--- config.mk ---
export PLATFORM = sky130hd
export DESIGN_NAME = lc3_mem_port_arbiter_flat
export DESIGN_NICKNAME = d
export VERILOG_FILES = /design/src/rtl/lc3_mem_port_arbiter_if.sv /design/src/rtl/lc3_mem_port_arbiter.sv /design/src/flat_wrapper.sv
export SDC_FILE = /design/constraint.sdc
export NUM_CORES = 1
export LEC_CHECK = 0
export CORE_MARGIN = 8
export CORE_UTILIZATION = 40
export DETAILED_ROUTE_END_ITERATION = 16
export DONT_BUFFER_PORTS = 1
export GPL_ROUTABILITY_DRIVEN = 0
export SLEW_MARGIN = 40
export SYNTH_ARGS = -nofsm -noshare
export SYNTH_HDL_FRONTEND = slang
export SYNTH_SLANG_ARGS = --single-unit
--- constraint.sdc ---
create_clock -name clk -period 3.8 [get_ports clk]
set_clock_uncertainty 0.15 [all_clocks]
set_input_delay 0.38 -clock clk [delete_from_list [all_inputs] [get_ports clk]]
set_output_delay 0.38 -clock clk [all_outputs]
set_load 0.01 [all_outputs]
--- src/rtl/lc3_mem_port_arbiter_if.sv ---
// Shared memory-port bundle: three pipeline requesters on one side, the external memory bus on the other.
// The arbiter takes the master view; the pipeline/memory environment takes the slave view.
interface lc3_mem_port_arbiter_if;
    logic [2:0]  req;
    logic [15:0] addr0;
    logic [15:0] addr1;
    logic [15:0] addr2;
    logic        wr2;
    logic [15:0] wdata2;
    logic [2:0]  gnt;
    logic [2:0]  done;
    logic [15:0] rdata;
    logic [2:0]  stall;
    logic        mem_en;
    logic        mem_rw;
    logic [15:0] mem_addr;
    logic [15:0] mem_wdata;
    logic [15:0] mem_rdata;
    logic        mem_rdy;
    logic        err;

    modport master (
        input  req, addr0, addr1, addr2, wr2, wdata2, mem_rdata, mem_rdy,
        output gnt, done, rdata, stall, mem_en, mem_rw, mem_addr, mem_wdata, err
    );

    modport slave (
        output req, addr0, addr1, addr2, wr2, wdata2, mem_rdata, mem_rdy,
        input  gnt, done, rdata, stall, mem_en, mem_rw, mem_addr, mem_wdata, err
    );
endinterface

--- src/rtl/lc3_mem_port_arbiter.sv ---
// Fixed-priority (2 > 1 > 0) arbiter for the single LC-3 memory port, with ready handshake,
// per-access timeout, one-cycle done pulses and combinational per-port stall.
module lc3_mem_port_arbiter #(
    parameter int unsigned MEM_TIMEOUT = 16
) (
    input  logic                          clk,
    input  logic                          reset,
    lc3_mem_port_arbiter_if.master        bus
);
    localparam int unsigned CW = (MEM_TIMEOUT > 1) ? $clog2(MEM_TIMEOUT) : 1;

    typedef enum logic {
        ST_IDLE,
        ST_BUSY
    } state_t;

    state_t      r_state, w_state_next;
    logic [2:0]  r_gnt, w_gnt_next;
    logic [2:0]  r_done, w_done_next;
    logic        r_mem_en, w_mem_en_next;
    logic        r_mem_rw, w_mem_rw_next;
    logic [15:0] r_mem_addr, w_mem_addr_next;
    logic [15:0] r_mem_wdata, w_mem_wdata_next;
    logic [15:0] r_rdata, w_rdata_next;
    logic        r_err, w_err_next;
    logic [CW-1:0] r_cnt, w_cnt_next;

    logic [2:0]  w_elig;
    logic        w_cnt_last;
    logic        w_complete;

    // A port whose done pulse is in flight is masked so it cannot be granted back-to-back.
    always_comb begin
        w_elig     = bus.req & ~r_done;
        w_cnt_last = (r_cnt == CW'(MEM_TIMEOUT - 1));
        w_complete = bus.mem_rdy | w_cnt_last;
    end

    always_ff @(posedge clk) begin
        if (reset) begin
            r_state     <= ST_IDLE;
            r_gnt       <= '0;
            r_done      <= '0;
            r_mem_en    <= 1'b0;
            r_mem_rw    <= 1'b0;
            r_mem_addr  <= '0;
            r_mem_wdata <= '0;
            r_rdata     <= '0;
            r_err       <= 1'b0;
            r_cnt       <= '0;
        end else begin
            r_state     <= w_state_next;
            r_gnt       <= w_gnt_next;
            r_done      <= w_done_next;
            r_mem_en    <= w_mem_en_next;
            r_mem_rw    <= w_mem_rw_next;
            r_mem_addr  <= w_mem_addr_next;
            r_mem_wdata <= w_mem_wdata_next;
            r_rdata     <= w_rdata_next;
            r_err       <= w_err_next;
            r_cnt       <= w_cnt_next;
        end
    end

    always_comb begin
        w_state_next = r_state;
        case (r_state)
            ST_IDLE: if (|w_elig)    w_state_next = ST_BUSY;
            ST_BUSY: if (w_complete) w_state_next = ST_IDLE;
            default:                 w_state_next = ST_IDLE;
        endcase
    end

    always_comb begin
        w_gnt_next       = r_gnt;
        w_done_next      = '0;
        w_mem_en_next    = r_mem_en;
        w_mem_rw_next    = r_mem_rw;
        w_mem_addr_next  = r_mem_addr;
        w_mem_wdata_next = r_mem_wdata;
        w_rdata_next     = r_rdata;
        w_err_next       = r_err;
        w_cnt_next       = r_cnt;
        case (r_state)
            ST_IDLE: begin
                if (w_elig[2]) begin
                    w_gnt_next       = 3'b100;
                    w_mem_addr_next  = bus.addr2;
                    w_mem_rw_next    = bus.wr2;
                    w_mem_wdata_next = bus.wr2 ? bus.wdata2 : '0;
                end else if (w_elig[1]) begin
                    w_gnt_next       = 3'b010;
                    w_mem_addr_next  = bus.addr1;
                    w_mem_rw_next    = 1'b0;
                    w_mem_wdata_next = '0;
                end else if (w_elig[0]) begin
                    w_gnt_next       = 3'b001;
                    w_mem_addr_next  = bus.addr0;
                    w_mem_rw_next    = 1'b0;
                    w_mem_wdata_next = '0;
                end
                if (|w_elig) begin
                    w_mem_en_next = 1'b1;
                    w_cnt_next    = '0;
                end
            end
            ST_BUSY: begin
                w_cnt_next = r_cnt + 1'b1;
                if (w_complete) begin
                    w_done_next   = r_gnt;
                    w_gnt_next    = '0;
                    w_mem_en_next = 1'b0;
                    // mem_rdy on the last counted cycle still wins over the timeout.
                    if (!r_mem_rw)
                        w_rdata_next = bus.mem_rdy ? bus.mem_rdata : '0;
                    if (!bus.mem_rdy)
                        w_err_next = 1'b1;
                end
            end
            default: ;
        endcase
    end

    assign bus.gnt       = r_gnt;
    assign bus.done      = r_done;
    assign bus.mem_en    = r_mem_en;
    assign bus.mem_rw    = r_mem_rw;
    assign bus.mem_addr  = r_mem_addr;
    assign bus.mem_wdata = r_mem_wdata;
    assign bus.rdata     = r_rdata;
    assign bus.err       = r_err;
    assign bus.stall     = bus.req & ~r_done;
endmodule

--- src/flat_wrapper.sv ---
// flat-port wrapper written by rule: the top's interface ports become plain ports
module lc3_mem_port_arbiter_flat 
#(
    parameter int unsigned MEM_TIMEOUT = 16
)
  (clk, reset, bus_req, bus_addr0, bus_addr1, bus_addr2, bus_wr2, bus_wdata2, bus_mem_rdata, bus_mem_rdy, bus_gnt, bus_done, bus_rdata, bus_stall, bus_mem_en, bus_mem_rw, bus_mem_addr, bus_mem_wdata, bus_err);
  lc3_mem_port_arbiter_if bus_i ();
  input  logic clk;
  input  logic reset;
  input wire logic [$bits(bus_i.req)-1:0] bus_req;
  input wire logic [$bits(bus_i.addr0)-1:0] bus_addr0;
  input wire logic [$bits(bus_i.addr1)-1:0] bus_addr1;
  input wire logic [$bits(bus_i.addr2)-1:0] bus_addr2;
  input wire logic [$bits(bus_i.wr2)-1:0] bus_wr2;
  input wire logic [$bits(bus_i.wdata2)-1:0] bus_wdata2;
  input wire logic [$bits(bus_i.mem_rdata)-1:0] bus_mem_rdata;
  input wire logic [$bits(bus_i.mem_rdy)-1:0] bus_mem_rdy;
  output wire logic [$bits(bus_i.gnt)-1:0] bus_gnt;
  output wire logic [$bits(bus_i.done)-1:0] bus_done;
  output wire logic [$bits(bus_i.rdata)-1:0] bus_rdata;
  output wire logic [$bits(bus_i.stall)-1:0] bus_stall;
  output wire logic [$bits(bus_i.mem_en)-1:0] bus_mem_en;
  output wire logic [$bits(bus_i.mem_rw)-1:0] bus_mem_rw;
  output wire logic [$bits(bus_i.mem_addr)-1:0] bus_mem_addr;
  output wire logic [$bits(bus_i.mem_wdata)-1:0] bus_mem_wdata;
  output wire logic [$bits(bus_i.err)-1:0] bus_err;
  assign bus_i.req = bus_req;
  assign bus_i.addr0 = bus_addr0;
  assign bus_i.addr1 = bus_addr1;
  assign bus_i.addr2 = bus_addr2;
  assign bus_i.wr2 = bus_wr2;
  assign bus_i.wdata2 = bus_wdata2;
  assign bus_i.mem_rdata = bus_mem_rdata;
  assign bus_i.mem_rdy = bus_mem_rdy;
  assign bus_gnt = bus_i.gnt;
  assign bus_done = bus_i.done;
  assign bus_rdata = bus_i.rdata;
  assign bus_stall = bus_i.stall;
  assign bus_mem_en = bus_i.mem_en;
  assign bus_mem_rw = bus_i.mem_rw;
  assign bus_mem_addr = bus_i.mem_addr;
  assign bus_mem_wdata = bus_i.mem_wdata;
  assign bus_err = bus_i.err;
  lc3_mem_port_arbiter #(.MEM_TIMEOUT(MEM_TIMEOUT)) u_core (.clk(clk), .reset(reset), .bus(bus_i));
endmodule
==> results of run 1 <==
-- worst max-delay path by stage --
stage	start	endpoint	slack [ns]	cells after the start
2_1_floorplan	u_core.bus.done[1]	u_core.bus.mem_addr[10]	2.11	6
3_3_place_gp	u_core.bus.done[1]	u_core.bus.mem_addr[0]	1.33	4
3_5_place_dp	u_core.bus.done[1]	u_core.bus.mem_addr[7]	1.28	4
4_1_cts	u_core.bus.done[1]	u_core.bus.mem_addr[7]	1.29	4
5_1_grt	u_core.bus.done[1]	u_core.bus.mem_wdata[1]	1.20	5
6_report	u_core.bus.done[1]	u_core.bus.mem_wdata[1]	1.36	5
-- layer usage --
layer,GRT usage,routed length (um),up-vias
met5,0,0,-
met4,0.0629,101,0
met3,0.0887,1110,10
met2,0.218,3220,129
met1,0.183,3320,1042
li1,-,-,1063
-- logic make-up (layout without fill, tap and decap cells) --
kind of cell	Yosys count	in the layout	synth area share
AOI/OAI and AO/OA	117	117	0.336
xor gates and xnor gates	1	1	0.00316
adders and majority gates	1	1	0.00451
buffers and inverters	47	44	0.0780
DFF	62	62	0.447
and+or+nand+nor	58	58	0.131
-- power breakdown --
part / switching (mW) / internal [mW]
Sequential: 0.0486 / 0.685
Clock: 0.271 / 0.437
Combinational: 0.0878 / 0.0660
Total: 0.407 / 1.19
-- synthesized netlist by cell type (4+ instances only) --
cell type  count  area, sq um
buf_2          9         45.0
nand2b_1       5         31.3
a21oi_1       37          185
clkbuf_1      11         41.3
a211oi_1      34          255
o32ai_1        7         61.3
dfxtp_1       62         1240
nor2_1        19         71.3
and3b_1       17          149
a22o_1        16          140
o32ai_2        9          146
inv_1         17         63.8
nor3b_1        4         30.0
-- metrics by stage --
| stage | hold slack (ns) | utilization |
|---|---|---|
| after floorplan | 0.316 | - |
| after global placement | 0.308 | 0.406 |
| after detailed placement | 0.309 | 0.408 |
| after CTS | 0.000756 | 0.446 |
| after global routing | 0.00180 | 0.452 |
| final | 0.0204 | 0.452 |
-- cells in the final DEF, fill, tap and decap left out, drive strengths merged, types with 4 or more instances in the layout --
| master | netlist | final |
|---|---|---|
| dfxtp | 62 | 62 |
| a21oi | 37 | 37 |
| a211oi | 34 | 34 |
| inv | 21 | 21 |
| nor2 | 19 | 19 |
| and3b | 17 | 17 |
| a22o | 16 | 16 |
| o32ai | 16 | 16 |
| clkbuf | 11 | 10 |
| nand2b | 6 | 6 |
| nor3b | 4 | 4 |
-- layout make-up --
| cell class | count | area, sq um |
|---|---|---|
| Clock inverter | 7 | 123 |
| Tap cell | 80 | 100 |
| Multi-Input combinational cell | 177 | 1320 |
| Timing Repair Buffer | 7 | 63.8 |
| Clock buffer | 9 | 124 |
| Fill cell | 662 | 3700 |
| Inverter | 21 | 81.3 |
| Sequential cell | 62 | 1240 |
-- sequential cells by signal, summed over array words and instances (netlist names) --
register              count
u_core.bus.err            1
u_core.bus.done           3
u_core.r_state            1
u_core.bus.mem_rw         1
u_core.bus.mem_wdata     16
u_core.bus.rdata         16
u_core.bus.mem_en         1
u_core.r_cnt              4
u_core.bus.mem_addr      16
u_core.bus.gnt            3
==> impl_metrics.json, run 1 <==
{
  "status": "finished, final reports clean",
  "area_growth_pct": 10.0,
  "io_buffers": 0,
  "cts_root_buf": "clkbuf_8",
  "htreeDepth": 3,
  "max-cap-violations": 0,
  "ios": 147,
  "die-width_um": 99.3,
  "vdd_drop_max_v": 0.000284,
  "grt_max_degree": 33,
  "synth.avg_cell_area_sq_um": 9.70,
  "rsz0062_at_grt": "no",
  "die-area_sq_mm": 0.00986,
  "rows": 30,
  "start_util": 0.411,
  "grt_pass1_vias": 2252,
  "clk_pin_slew_ns": 0.07,
  "layout-drive-gt1-share": 0.134,
  "syn_inst": 286,
  "hold_class": "in2reg",
  "synth_edf_count": 0,
  "relSlewSlack": 0.483,
  "synth_flop_cell": "dfxtp_1",
  "worst_ep_required_time_ns": 3.94,
  "clk_latency_ns": 0.33,
  "synth_area_sq_mm": 0.00277,
  "grt_pass1_wl_um": 12000,
  "via_per_inst": 6.18,
  "ys_warn_count": 0,
  "hold_end": "u_core.bus.mem_wdata[5]",
  "final_nets": 366,
  "synth_cell_types": 39,
  "hp-start": "bus_wdata2[5]",
  "final_area_sq_mm": 0.00305,
  "start_kind": "flop",
  "ff2ff_setup_slack_ns": 1.36,
  "overflow": 0,
  "grt_use_total": 0.153,
  "cts_resized": 0,
  "r2r_cells": 5,
  "worstMarginPinSlew_ns": 0.774,
  "fp.coreArea_sq_mm": 0.00676,
  "power_density_mw_per_mm2": 523,
  "max_freq_ghz": 0.410,
  "arrival_ns": 2.58,
  "whs_path_depth": 1,
  "cp_num_buf_inv": 2,
  "critPathTopFamily": "compound AO/OA/AOI/OAI gates",
  "first_pass_iters": 7,
  "hold_viol_final": 0,
  "tns_ns": 0,
  "cts_hold_buf": 1,
  "finalSetupViolations": 0,
  "max-clock-path-buffers": 2,
  "ys_seq_elements": 62,
  "postCtsSetupRepairBufs": 0,
  "layout_min_cycle_time_ns": 2.44,
  "antenna_cells": 0,
  "vias": 2244,
  "tritoncts": "yes",
  "endpoint_kind": "flop",
  "synth_fp_nets": 374,
  "postRouteWirelength_um": 7750,
  "critical_path.cell_chain": "nand2b_4 > inv_4 > o41ai_4 > buf_4 > a22o_1",
  "p_leak_nw": 1.09,
  "fin_crit_sh": 0.642,
  "hpwl_um": 5480,
  "synth_async_sr_flop_share": 0,
  "cpPeakStageDelay_ns": 0.70,
  "post-place-ws_ns": 1.28,
  "setup_ws_ns": 1.36,
  "final_cell_count_no_fill": 363,
  "total_power_mw": 1.60,
  "drt_iter0_markers": 73,
  "dp_cells": 342,
  "cts_sinks": 62,
  "placed_area_sq_mm": 0.00276,
  "final_antenna_net_count": 0,
  "cts_buffers": 9,
  "die_h_um": 99.3,
  "drc": 0,
  "timing.rr.start": "u_core.bus.done[1]",
  "drv_slew": 0,
  "cp_max_fo": 21,
  "antenna_found_initial": 0,
  "critPathSlowestCell": "dfxtp_1",
  "criticalPathCategory": "reg2reg",
  "synth_seq_area_share": 0.447,
  "wl_per_cell_um": 21.4,
  "worstReg2RegEnd": "u_core.bus.mem_wdata[1]"
}
Power figures use the tool's default switching activity.
==> run 2: changes to the inputs <==
clock period = 2.4 ns   (was 3.8 ns; I/O delays follow)
==> impl_metrics.json, run 2 (synthesis gave the netlist of run 1 again) <==
{
  "max-cap-violations": 0,
  "final_cell_count_no_fill": 411,
  "drt_iter0_markers": 147,
  "finalSetupViolations": 0,
  "die-width_um": 99.3,
  "placed_area_sq_mm": 0.00280,
  "final_antenna_net_count": 0,
  "overflow": 0,
  "grt_use_total": 0.171,
  "cts_buffers": 9,
  "layout_min_cycle_time_ns": 1.98,
  "final_nets": 415,
  "start_kind": "flop",
  "grt_pass1_wl_um": 13500,
  "postRouteWirelength_um": 8540,
  "tns_ns": 0,
  "timing.rr.start": "u_core.r_state",
  "layout-drive-gt1-share": 0.121,
  "vias": 2422,
  "worstMarginPinSlew_ns": 0.693,
  "cpPeakStageDelay_ns": 0.61,
  "worst_ep_required_time_ns": 2.53,
  "die-area_sq_mm": 0.00986,
  "postCtsSetupRepairBufs": 0,
  "power_density_mw_per_mm2": 650,
  "max_freq_ghz": 0.506,
  "fillers": 601,
  "first_pass_iters": 4,
  "rsz0062_at_grt": "no",
  "arrival_ns": 2.11,
  "drv_slew": 0,
  "start_util": 0.411,
  "antenna_cells": 0,
  "status": "finished, final reports clean",
  "wl_per_cell_um": 20.8,
  "grt_pass1_vias": 2553,
  "drc": 0,
  "register_area_sq_mm": 0.00124,
  "critPathSlowestCell": "dfxtp_1",
  "multi_input_area_sq_mm": 0.00132,
  "hold_class": "in2reg",
  "criticalPathCategory": "reg2reg",
  "cp_max_fo": 15,
  "p_leak_nw": 1.26,
  "cts_resized": 0,
  "endpoint_kind": "flop",
  "dp_cells": 348,
  "hpwl_um": 5670,
  "area_growth_pct": 23.7,
  "htreeDepth": 3,
  "clk_pin_slew_ns": 0.07,
  "relSlewSlack": 0.538,
  "tritoncts": "yes",
  "fin_crit_sh": 0.824,
  "crit_path_start": "u_core.r_state",
  "io_buffers": 0,
  "hold_viol_final": 0,
  "fin_util": 0.508,
  "final_common_cell": "dfxtp_1",
  "cts_hold_buf": 48,
  "grt_max_degree": 33,
  "fp.coreArea_sq_mm": 0.00676,
  "via_per_inst": 5.89,
  "cp_num_buf_inv": 1,
  "die_h_um": 99.3,
  "cts_sinks": 62,
  "rows": 30,
  "hp-start": "bus_addr2[13]",
  "critical_path.cell_chain": "nor2b_1 > nand3_1 > a21oi_1 > dlygate4sd3_1",
  "ios": 147,
  "clk_latency_ns": 0.33,
  "cts_root_buf": "clkbuf_8",
  "antenna_found_initial": 0,
  "final_cell_mix": "62 x dfxtp_1, 47 x dlygate4sd3_1, 37 x a21oi_1",
  "whs_ns": 0.0285,
  "critPathTopFamily": "flip-flops",
  "max-clock-path-buffers": 2,
  "final_area_sq_mm": 0.00343,
  "vdd_drop_max_v": 0.000301
}
[run 2: changes by cell type in the layout (fill, tap and decap cells not counted), sizes merged]
cell / change
bufinv: -3
buf: +6
clkinvlp: -1
clkinv: +2
dlygate4sd3: +44
[run 2: stage by stage]
step / power (mW) / setup WS, ns
after floorplan: 1.38 / 0.714
after global routing: 2.35 / 0.314
final: 2.23 / 0.423
after CTS: 2.26 / 0.309
after detailed placement: 1.42 / 0.501
after global placement: 1.42 / 0.330
[run 2: cell type report]
class	instances	area share
sequential	62	0.362
clock inverter	5	0.00802
timing repair buffer	56	0.156
tap	80	0.0292
multi-input combinational	177	0.384
clock buffer	10	0.0372
inverter	21	0.0237
[run 2: final timing paths]
path	depth (start not counted)	end	slack, ns
min reg2reg	2	u_core.bus.mem_addr[0]	0.36
max	4	u_core.bus.gnt[0]	0.42
max reg2reg	4	u_core.bus.gnt[0]	0.42
min	2	u_core.bus.mem_addr[13]	0.03
[run 2: power by group]
part	switching (mW)	leakage [nW]	internal [mW]
sequential	0.0719	0.507	1.09
clock	0.393	0.0817	0.361
combinational	0.164	0.675	0.155
total	0.629	1.26	1.60
[run 2: per-layer routing]
layer / vias up / part of all wire / track usage / wire length [um]
li1: 1157 / - / - / -
met1: 1116 / 0.41 / 0.188 / 3520
met2: 139 / 0.44 / 0.268 / 3770
met3: 10 / 0.13 / 0.0908 / 1130
met4: 0 / 0.013 / 0.0710 / 112
met5: - / 0 / 0 / 0
[run 2: worst reg2reg max path, cell delays in order, from the launching register on]
cell and delay (ns):
dfxtp_1 0.61, nor2b_1 0.35, nand3_1 0.12, a21oi_1 0.14, dlygate4sd3_1 0.55
==> run 3: changes to the inputs <==
clock period = 1.9 ns   (was 2.4 ns; I/O delays follow)
==> impl_metrics.json, run 3 (synthesis gave the netlist of run 1 again) <==
{
  "switching_power_mw": 0.827,
  "grt_pass1_wl_um": 13700,
  "fillers": 602,
  "hp-start": "bus_mem_rdy",
  "vias": 2453,
  "io_buffers": 0,
  "max_freq_ghz": 0.550,
  "cts_root_buf": "clkbuf_8",
  "first_pass_iters": 4,
  "clk_pin_slew_ns": 0.07,
  "antenna_found_initial": 0,
  "hold_viol_final": 0,
  "fp.coreArea_sq_mm": 0.00676,
  "max-cap-violations": 0,
  "die_h_um": 99.3,
  "max-clock-path-buffers": 2,
  "criticalPathCategory": "reg2reg",
  "relSlewSlack": 0.551,
  "p_int_mw": 2.36,
  "p_leak_nw": 1.37,
  "cts_sinks": 62,
  "grt_use_total": 0.173,
  "final_nets": 430,
  "whs_ns": 0.0224,
  "cts_buffers": 9,
  "vdd_drop_max_v": 0.000577,
  "drt_iter0_markers": 104,
  "grt_max_degree": 33,
  "final_cell_count_no_fill": 427,
  "clkPwrFrac": 0.407,
  "drv_slew": 0,
  "seqPwrFrac": 0.458,
  "hpwl_um": 5730,
  "cp_max_fo": 9,
  "layout-drive-gt1-share": 0.153,
  "layout_min_cycle_time_ns": 1.82,
  "rsz0062_at_grt": "no",
  "start_util": 0.411,
  "clk_latency_ns": 0.34,
  "overflow": 0,
  "status": "finished, final reports clean",
  "ios": 147,
  "fin_crit_sh": 0.956,
  "worstReg2RegEnd": "u_core.r_cnt[0]",
  "grt_pass1_vias": 2525,
  "area_growth_pct": 31.8,
  "worstMarginPinSlew_ns": 0.674,
  "die-area_sq_mm": 0.00986,
  "wl_per_cell_um": 19.8,
  "final_common_cell": "dfxtp_1",
  "final_cell_mix": "61 x dfxtp_1, 53 x dlygate4sd3_1, 37 x a21oi_1",
  "drc": 0,
  "tritoncts": "yes",
  "ff2ff_setup_slack_ns": 0.08,
  "combinationalPowerShare": 0.136,
  "power_density_mw_per_mm2": 872,
  "r2r_cells": 5,
  "post-place-ws_ns": 0.174,
  "worst_ep_required_time_ns": 2.03,
  "antenna_cells": 0,
  "dp_cells": 357,
  "finalSetupViolations": 0,
  "whs_path_depth": 3,
  "total_power_mw": 3.19,
  "start_kind": "flop",
  "final_antenna_net_count": 0,
  "endpoint_kind": "flop",
  "setup_ws_ns": 0.0834,
  "timing.rr.start": "u_core.bus.done[2]",
  "hold_end": "u_core.bus.gnt[1]",
  "die-width_um": 99.3,
  "hold_class": "in2reg",
  "rows": 30,
  "p_sw_frac": 0.259,
  "arrival_ns": 1.94,
  "via_per_inst": 5.74,
  "postRouteWirelength_um": 8460,
  "htreeDepth": 3,
  "tns_ns": 0
}
run 3: changes by cell type in the layout (fill, tap and decap cells not counted), sizes merged:
cell	delta
clkinvlp	+1
bufinv	+2
buf	+9
clkinv	-2
dlygate4sd3	+6
run 3: how the worst max path moves through the flow:
| stage | start | depth (start not counted) | end |
|---|---|---|---|
| after CTS | u_core.bus.done[0] | 5 | u_core.r_cnt[0] |
| after floorplan | u_core.bus.done[1] | 6 | u_core.bus.mem_addr[10] |
| after global placement | u_core.bus.done[0] | 4 | u_core.bus.mem_addr[2] |
| final | u_core.bus.done[2] | 5 | u_core.r_cnt[0] |
| after detailed placement | u_core.bus.done[0] | 5 | u_core.bus.mem_addr[2] |
| after global routing | u_core.bus.done[2] | 4 | u_core.bus.mem_wdata[10] |
run 3: what timing repair did:
action | CTS | global route
setup endpoints to repair | 0 | 2
hold buffers | 54 | 0
resized for setup | 0 | 4
endpoints found under the hold margin | 61 | 0
buffers inserted | 0 | 0
run 3: cell type report:
cell class | count | area [sq um] | share of cell area
flip-flops and latches | 62 | 1240 | 0.340
well taps | 80 | 100 | 0.0274
inverters | 21 | 81.3 | 0.0222
multi-input cells | 177 | 1330 | 0.363
clock buffers | 10 | 138 | 0.0376
repair buffers | 71 | 683 | 0.187
clock inverters | 6 | 85.1 | 0.0233
run 3: routing by layer:
layer  up-vias  routed length (um)  global-route usage
li1       1195                   -                   -
met2       127                3750               0.280
met5         -                   0                   0
met3         8                1010              0.0824
met4         0                  92              0.0652
met1      1123                3610               0.192
run 3: worst max-delay path, stage by stage (launching register included):
cell and delay (ns):
dfxtp_1 0.32, nand2b_1 0.15, inv_2 0.11, o41a_1 0.34, dlygate4sd3_1 0.57, nor2_1 0.11
run 3: power by group through the flow:
stage / Combinational, mW / Sequential (mW) / Clock (mW)
5_1_grt: 0.476 / 1.47 / 1.39
3_5_place_dp: 0.330 / 1.49 / 0
3_3_place_gp: 0.317 / 1.49 / 0
2_1_floorplan: 0.278 / 1.47 / 0
6_report: 0.432 / 1.46 / 1.30
4_1_cts: 0.429 / 1.46 / 1.33
run 3: metrics by stage:
step	instance area, sq um	util
CTS	3650	0.540
floorplan	2770	-
global route	3660	0.541
detailed placement	2880	0.427
global placement	2870	0.425
finish	3660	0.541
